--- src/rtl/regfile_writeback.sv ---
// Writeback buffer between the ALU and the register file: small in-order FIFO feeding the single
// RF write port, plus a pending-write scoreboard. Optional forwarding tap via REGFILE_WB_FWD_EN.
module regfile_writeback #(
   parameter int DATA_WIDTH  = 16,
   parameter int DEPTH       = 2,
   parameter int INDEX_WIDTH = 3
) (
   input  logic                          clk,
   input  logic                          rst,
   input  logic                          in_valid,
   output logic                          in_ready,
   input  logic [1:0]                    in_wsel,
   input  logic [INDEX_WIDTH-1:0]        in_dest,
   input  logic [DATA_WIDTH-1:0]         in_result,
   input  logic [DATA_WIDTH-1:0]         in_flags,
   output logic                          rf_we,
   output logic [INDEX_WIDTH-1:0]        rf_waddr,
   output logic [DATA_WIDTH-1:0]         rf_wdata,
   input  logic                          rf_wgrant,
   output logic [(1<<INDEX_WIDTH)-1:0]   pending,
   output logic [$clog2(DEPTH):0]        occupancy,
   output logic                          err_rfu
`ifdef REGFILE_WB_FWD_EN
   ,
   output logic                          fwd_valid,
   output logic [INDEX_WIDTH-1:0]        fwd_addr,
   output logic [DATA_WIDTH-1:0]         fwd_data
`endif
);

   localparam int IDX_W = $clog2(DEPTH);
   localparam int PTR_W = IDX_W + 1;
   localparam int NREG  = 1 << INDEX_WIDTH;

   localparam logic [1:0] WSEL_NONE = 2'b00;
   localparam logic [1:0] WSEL_REGC = 2'b01;
   localparam logic [1:0] WSEL_REGF = 2'b10;
   localparam logic [1:0] WSEL_RFU  = 2'b11;

   localparam logic [INDEX_WIDTH-1:0] R_ZERO = '0;
   localparam logic [INDEX_WIDTH-1:0] R_F    = '1;

   // Control state
   logic [PTR_W-1:0] wr_ptr_q, wr_ptr_d;
   logic [PTR_W-1:0] rd_ptr_q, rd_ptr_d;
   logic [DEPTH-1:0] vld_q, vld_d;
   logic             err_rfu_q, err_rfu_d;

   // Entry storage (data path, not reset)
   logic [INDEX_WIDTH-1:0] addr_q [DEPTH];
   logic [DATA_WIDTH-1:0]  data_q [DEPTH];

   logic [IDX_W-1:0]       wr_idx, rd_idx;
   logic                   full, empty;
   logic                   accept, push, pop;
   logic [INDEX_WIDTH-1:0] new_addr;
   logic [DATA_WIDTH-1:0]  new_data;
   logic [NREG-1:0]        pend;

   function automatic logic entry_kept(input logic [1:0] wsel, input logic [INDEX_WIDTH-1:0] dest);
      logic kept;
      kept = 1'b0;
      case (wsel)
         WSEL_REGC: kept = (dest != R_ZERO);
         WSEL_REGF: kept = 1'b1;
         default:   kept = 1'b0;
      endcase
      return kept;
   endfunction

   function automatic logic [INDEX_WIDTH-1:0] entry_addr(input logic [1:0] wsel,
                                                         input logic [INDEX_WIDTH-1:0] dest);
      return (wsel == WSEL_REGF) ? R_F : dest;
   endfunction

   function automatic logic [DATA_WIDTH-1:0] entry_data(input logic [1:0] wsel,
                                                        input logic [DATA_WIDTH-1:0] result,
                                                        input logic [DATA_WIDTH-1:0] flags);
      return (wsel == WSEL_REGF) ? flags : result;
   endfunction

   assign wr_idx = wr_ptr_q[IDX_W-1:0];
   assign rd_idx = rd_ptr_q[IDX_W-1:0];
   assign empty  = (wr_ptr_q == rd_ptr_q);
   assign full   = (wr_idx == rd_idx) && (wr_ptr_q[IDX_W] != rd_ptr_q[IDX_W]);

   // in_ready depends on state only; a full buffer never accepts, even on a same-cycle pop
   assign in_ready = !full;
   assign accept   = in_valid && in_ready;
   assign push     = accept && entry_kept(in_wsel, in_dest);
   assign pop      = rf_we && rf_wgrant;

   assign new_addr = entry_addr(in_wsel, in_dest);
   assign new_data = entry_data(in_wsel, in_result, in_flags);

   assign rf_we     = !empty;
   assign rf_waddr  = empty ? '0 : addr_q[rd_idx];
   assign rf_wdata  = empty ? '0 : data_q[rd_idx];
   assign occupancy = wr_ptr_q - rd_ptr_q;
   assign err_rfu   = err_rfu_q;

   always_comb begin
      pend = '0;
      for (int i = 0; i < DEPTH; i++) begin
         if (vld_q[i]) begin
            pend = pend | (NREG'(1) << addr_q[i]);
         end
      end
      pend[0] = 1'b0;
   end
   assign pending = pend;

   always_comb begin
      wr_ptr_d  = wr_ptr_q;
      rd_ptr_d  = rd_ptr_q;
      vld_d     = vld_q;
      err_rfu_d = err_rfu_q;
      if (pop) begin
         rd_ptr_d       = rd_ptr_q + PTR_W'(1);
         vld_d[rd_idx]  = 1'b0;
      end
      if (push) begin
         wr_ptr_d       = wr_ptr_q + PTR_W'(1);
         vld_d[wr_idx]  = 1'b1;
      end
      if (accept && (in_wsel == WSEL_RFU)) begin
         err_rfu_d = 1'b1;
      end
   end

   always_ff @(posedge clk) begin
      if (rst) begin
         wr_ptr_q  <= '0;
         rd_ptr_q  <= '0;
         vld_q     <= '0;
         err_rfu_q <= 1'b0;
      end else begin
         wr_ptr_q  <= wr_ptr_d;
         rd_ptr_q  <= rd_ptr_d;
         vld_q     <= vld_d;
         err_rfu_q <= err_rfu_d;
      end
   end

   always_ff @(posedge clk) begin
      if (push) begin
         addr_q[wr_idx] <= new_addr;
         data_q[wr_idx] <= new_data;
      end
   end

`ifdef REGFILE_WB_FWD_EN
   // Youngest entry sits one slot behind the write pointer
   logic [IDX_W-1:0] yng_idx;
   assign yng_idx   = wr_idx - IDX_W'(1);
   assign fwd_valid = !empty;
   assign fwd_addr  = empty ? '0 : addr_q[yng_idx];
   assign fwd_data  = empty ? '0 : data_q[yng_idx];
`endif

   logic unused_ok;
   assign unused_ok = (WSEL_NONE == 2'b00);

endmodule
--- config.mk ---
export PLATFORM = sky130hd
export DESIGN_NAME = regfile_writeback
export DESIGN_NICKNAME = d
export VERILOG_FILES = /design/src/rtl/regfile_writeback.sv
export SDC_FILE = /design/constraint.sdc
export NUM_CORES = 1
export LEC_CHECK = 0
export ABC_AREA = 1
export CORE_ASPECT_RATIO = 0.9
export CORE_MARGIN = 4
export CORE_UTILIZATION = 35
export CTS_CLUSTER_DIAMETER = 100
export DETAILED_ROUTE_END_ITERATION = 16
export MAX_ROUTING_LAYER = met4
export PLACE_DENSITY = 0.72
export SLEW_MARGIN = 20
export SYNTH_ARGS = -nofsm -noshare
export SYNTH_HDL_FRONTEND = slang
export SYNTH_SLANG_ARGS = --single-unit
--- constraint.sdc ---
create_clock -name clk -period 2.71 [get_ports clk]
set_clock_uncertainty 0.1 [all_clocks]
set_input_delay 0.271 -clock clk [delete_from_list [all_inputs] [get_ports clk]]
set_output_delay 0.271 -clock clk [all_outputs]
set_load 0.1 [all_outputs]
# Word level (Yosys, flattened, before mapping)
# Memory sizes are Yosys's and may differ from the RTL's. A register that Yosys moved wholly into a read port is not among the register bits.
# Index checks and enable logic that the tools add are counted.
# classes
add_sub_neg	3
order_cmp	4
n_eq_ne	6
n_shift	2
mux	19
n_bitwise	4
reduce_logical	10
# op_table
operator	n
$mux W16	2
$mux W8	2
$shl A1 B3 Y8 const A	2
$mux W1	8
$or A8 B8 Y8	1
$logic_and A1 B1 Y1	7
$mux W3	2
$add A2 B1 Y2 const B	2
$eq A2 B2 Y1 const B	2
$lt A1 B2 Y1 const B	2
$mux W2	2
$reduce_bool A3 Y1	1
$and A2 B2 Y2	1
$demux W1 S1	2
$eq A2 B1 Y1 const B	1
$eq A2 B2 Y1	1
$ge A1 B1 Y1 const B	2
$logic_not A1 Y1	2
$not A2 Y2	1
$or A2 B2 Y2	1
$pmux W1 S2	1
$sub A2 B2 Y2	1
$eq A1 B1 Y1	1
$ne A1 B1 Y1	1
# word_totals
regBits	7
ram_bits	38
in_bits	41
word_cells	54
memories	2
# mem_list
name	words	word_bits	rd	rd_ports_with_merged_regs	write_ports	line	source
data_q	2	16	1	1	1	51	logic [DATA_WIDTH-1:0] data_q [DEPTH];
addr_q	2	3	3	1	1	50	logic [INDEX_WIDTH-1:0] addr_q [DEPTH];

# Logic depth before layout (Yosys ltp)
# depth
depth_word	9
mapped_depth	10
ltp_nobuf	10

# Least setup slack after synthesis
# No wires, ideal clock.
# synth_path
kind	register to output
start	mem addr_q[0][2]
end	out pending[3]
arrival_time_ps	2758
t_required_ps	2339
path_slack_ps	-419
path_stages_with_launch	2
n_path_buf	0
cell_sequence	edfxtp_1 > o32ai_1
# synth_lines
element	line	source
start: declaration	50	
end: declaration	20	output logic [(1<<INDEX_WIDTH)-1:0] pending,

# Worst setup path in the final report
# layout_path
start	reg wr_ptr_q[0]
end	out rf_wdata[14]
# layout_via
elab_chain_cells	2
# layout_rtl
element	line	source
start: declaration	44	logic [PTR_W-1:0] wr_ptr_q, wr_ptr_d;
start signal: assignment	138	wr_ptr_q <= wr_ptr_d;
$eq A2 B2 Y1	84	assign empty = (wr_ptr_q == rd_ptr_q);
$mux W16	98	assign rf_wdata = empty ? '0 : data_q[rd_idx];
end: declaration	18	output logic [DATA_WIDTH-1:0] rf_wdata,
# No other way between the ends.

==> impl_metrics.py <==
metrics = {
    "floorplanning": {
        "io_pins": 73,
        "dieArea_mm2": 0.007992,
        "rows": 27,
        "core-area_mm2": 0.006284,
        "initial_core_util": 0.3690,
        "die_y_um": 85.21,
        "die_w_um": 93.79,
    },
    "power": {
        "power_density_mw_per_mm2": 569.7,
        "power.total_w": 0.001943,
        "leakagePower_nw": 1.519,
        "peakVddDrop_mv": 0.2496,
    },
    "synth": {
        "syn_avg_cell_area_um2": 9.311,
        "ys_warn_count": 0,
        "netlist_area_mm2": 0.002318,
        "synthesis.nets": 294,
        "synthDistinctLibCells": 26,
        "seq_area_frac_synth": 0.5613,
        "synth_seq_cells": 46,
        "syn_inst": 249,
    },
    "global_routing": {
        "track_usage": 0.1341,
        "grt_pass1_vias": 1819,
        "use_met1": 0.1578,
        "grt_pass1_wl_mm": 8.190,
        "met3_usage": 0.02305,
        "grt_overflow_total": 0,
        "met2_usage": 0.2282,
        "grt-busiest-layer": "met2",
        "antenna_found_initial": 0,
        "grt_max_degree": 21,
    },
    "setup_path": {
        "crit_type": "reg2out",
        "crit_path_max_fanout": 13,
        "worst_path_most_repeated_cell": "inv_1",
        "reg2reg_setup_slack_ns": 0.72,
        "cp-start-kind": "flip-flop",
        "cpPeakStageDelay_ns": 0.40,
        "path_cells": "inv_1 > ha_1 > nand3_2 > buf_4 > nand2_1 > inv_1 > buf_12",
        "endpoint_kind": "output pin",
        "cp_slowest_cell": "dfxtp_1",
        "required_ns": 2.34,
        "cp.arrival_ns": 2.01,
    },
    "route": {
        "wl_mm": 5.082,
        "drt_iter0_drc": 105,
        "dr.pass1.iters": 4,
        "vias": 1822,
        "drc": 0,
        "viasPerCell": 4.433,
        "ant_nets": 0,
        "wl_per_cell_um": 12.36,
    },
    "placement": {
        "port_buffers": 71,
        "dp_hpwl_mm": 3.927,
        "gp_congestion": 0.8189,
        "placed_cells": 403,
    },
    "sta": {
        "final_hold_viol_count": 0,
        "period_needed_ns": 2.383,
        "drv_slew": 0,
        "setup_tns_ns": 0,
        "fmax_mhz": 419.6,
        "finalSetupViolCount": 0,
        "fin_crit_sh": 0.8793,
        "rsz0062_at_grt": "false",
    },
    "finish": {
        "final_nets": 368,
        "syn_to_final_growth_pct": 47.06,
        "antenna_cells": 0,
        "n_fill_cell": 565,
        "final_cells": 411,
        "drive_above_1_share": 0.2068,
    },
    "clocking": {
        "htreeDepth": 2,
        "clkLatencyLatePin_ns": 0.29,
        "clock_sinks": 46,
        "cts_root_buf": "clkbuf_8",
        "cts_buffers": 5,
        "tritoncts": "yes",
        "cts_buffer_depth": 2,
        "clk_pin_slew_ns": 0.08,
        "cts_resized": 0,
        "post-cts-setup-buffer-count": 0,
        "cts_hold_buffers": 0,
    },
    "hold_path": {
        "hold_path_class": "reg2reg",
    },
    "run_status": {
        "outcome": "completed",
    },
    "flow_run": {
        "cap_violations": 0,
    },
}
## final timing paths
check / start / end / depth (start not counted)
setup / recovery: wr_ptr_q[0] / rf_wdata[14] / 7
hold / removal: err_rfu / err_rfu / 2
setup reg to reg: wr_ptr_q[0] / data_q[1][6] / 7
hold reg to reg: err_rfu / err_rfu / 2
## critical path: cells and delay by family (launching register included)
kind / cells / cell delay, ns
buffers and inverters: 4 / 0.62
and+or+nand+nor: 2 / 0.36
adders and majority gates: 1 / 0.34
DFF: 1 / 0.40
## synthesized netlist by cell type
cell type,count,share of area
o32ai_1,1,0.0038
a32o_1,1,0.0043
o211ai_1,1,0.0032
nand3b_1,2,0.0065
dfxtp_1,8,0.069
nand2_1,92,0.15
xor2_1,1,0.0038
a21oi_1,5,0.011
nand4_1,1,0.0027
ha_1,4,0.022
or2_2,2,0.0054
o22ai_1,1,0.0027
nor2_1,11,0.018
o21ai_0,7,0.015
nand3_2,2,0.0086
nor3_1,1,0.0022
edfxtp_1,38,0.49
inv_1,36,0.058
mux2_2,16,0.078
buf_2,6,0.013
nand3_1,5,0.011
inv_2,2,0.0032
nor2_4,1,0.0049
buf_4,2,0.0065
nand2_2,2,0.0054
conb_1,1,0.0016
## routing by layer
layer	vias to the layer above	wire, um
met5	-	0
met4	0	81
met3	7	242
met2	53	2446
met1	820	2311
li1	942	-
## cells in the final DEF, fill, tap and decap left out, types with 2 or more instances in the layout
master           count
a21oi_1              5
buf_12              20
buf_4               15
clkbuf_1             2
clkbuf_8             5
clkdlybuf4s50_1     40
dfxtp_1              8
edfxtp_1            38
ha_1                 4
inv_1               36
inv_2                2
mux2_2              16
nand2_1             92
nand2_2              2
nand3_1              5
nand3_2              2
nand3b_1             2
nor2_1              11
o21ai_0              7
or2_2                2
## sequential cells by signal (all words and copies together) (netlist names), named ones only
name and count:
data_q 32, rd_ptr_q 2, err_rfu 1, addr_q 6
wr_ptr_q 2, vld_q 2
## where the power goes
| part | internal (W) | switching, W |
|---|---|---|
| clock | 0.000276 | 0.000208 |
| sequential | 0.000790 | 0.0000138 |
| combinational | 0.000234 | 0.000422 |
## final cells by class
cell class | count | area [um^2] | share of cell area
Inverter | 38 | 142.6 | 0.04183
Tap cell | 87 | 108.9 | 0.03193
Sequential cell | 46 | 1301 | 0.3817
Clock buffer | 7 | 76.32 | 0.02239
Timing Repair Buffer | 75 | 913.4 | 0.2679
Clock inverter | 1 | 30.03 | 0.008807
Multi-Input combinational cell | 157 | 837.1 | 0.2455
## logic make-up after synthesis
family                     after synthesis  synth area share
and+or+nand+nor                        119            0.2132
DFF                                     46            0.5612
buffers and inverters                   46           0.08095
AOI/OAI and AO/OA                       16           0.03994
muxes                                   16           0.07771
adders and majority gates                4           0.02159
other                                    1          0.001617
xor gates and xnor gates                 1          0.003778
## through the flow
| step | hold slack [ns] | instance area [um^2] | util | setup WS (ns) |
|---|---|---|---|---|
| detailed placement | 0.3486 | 3303 | 0.5257 | 0.3182 |
| global route | 0.3958 | 3410 | 0.5426 | 0.2129 |
| CTS | 0.3602 | 3410 | 0.5426 | 0.3011 |
| finish | 0.3566 | 3410 | 0.5426 | 0.3270 |
| floorplan | 0.2401 | 2326 | - | -0.3664 |
| global placement | 0.3389 | 3303 | 0.5257 | 0.3934 |
No activity file was read; power rests on OpenSTA's default activity.
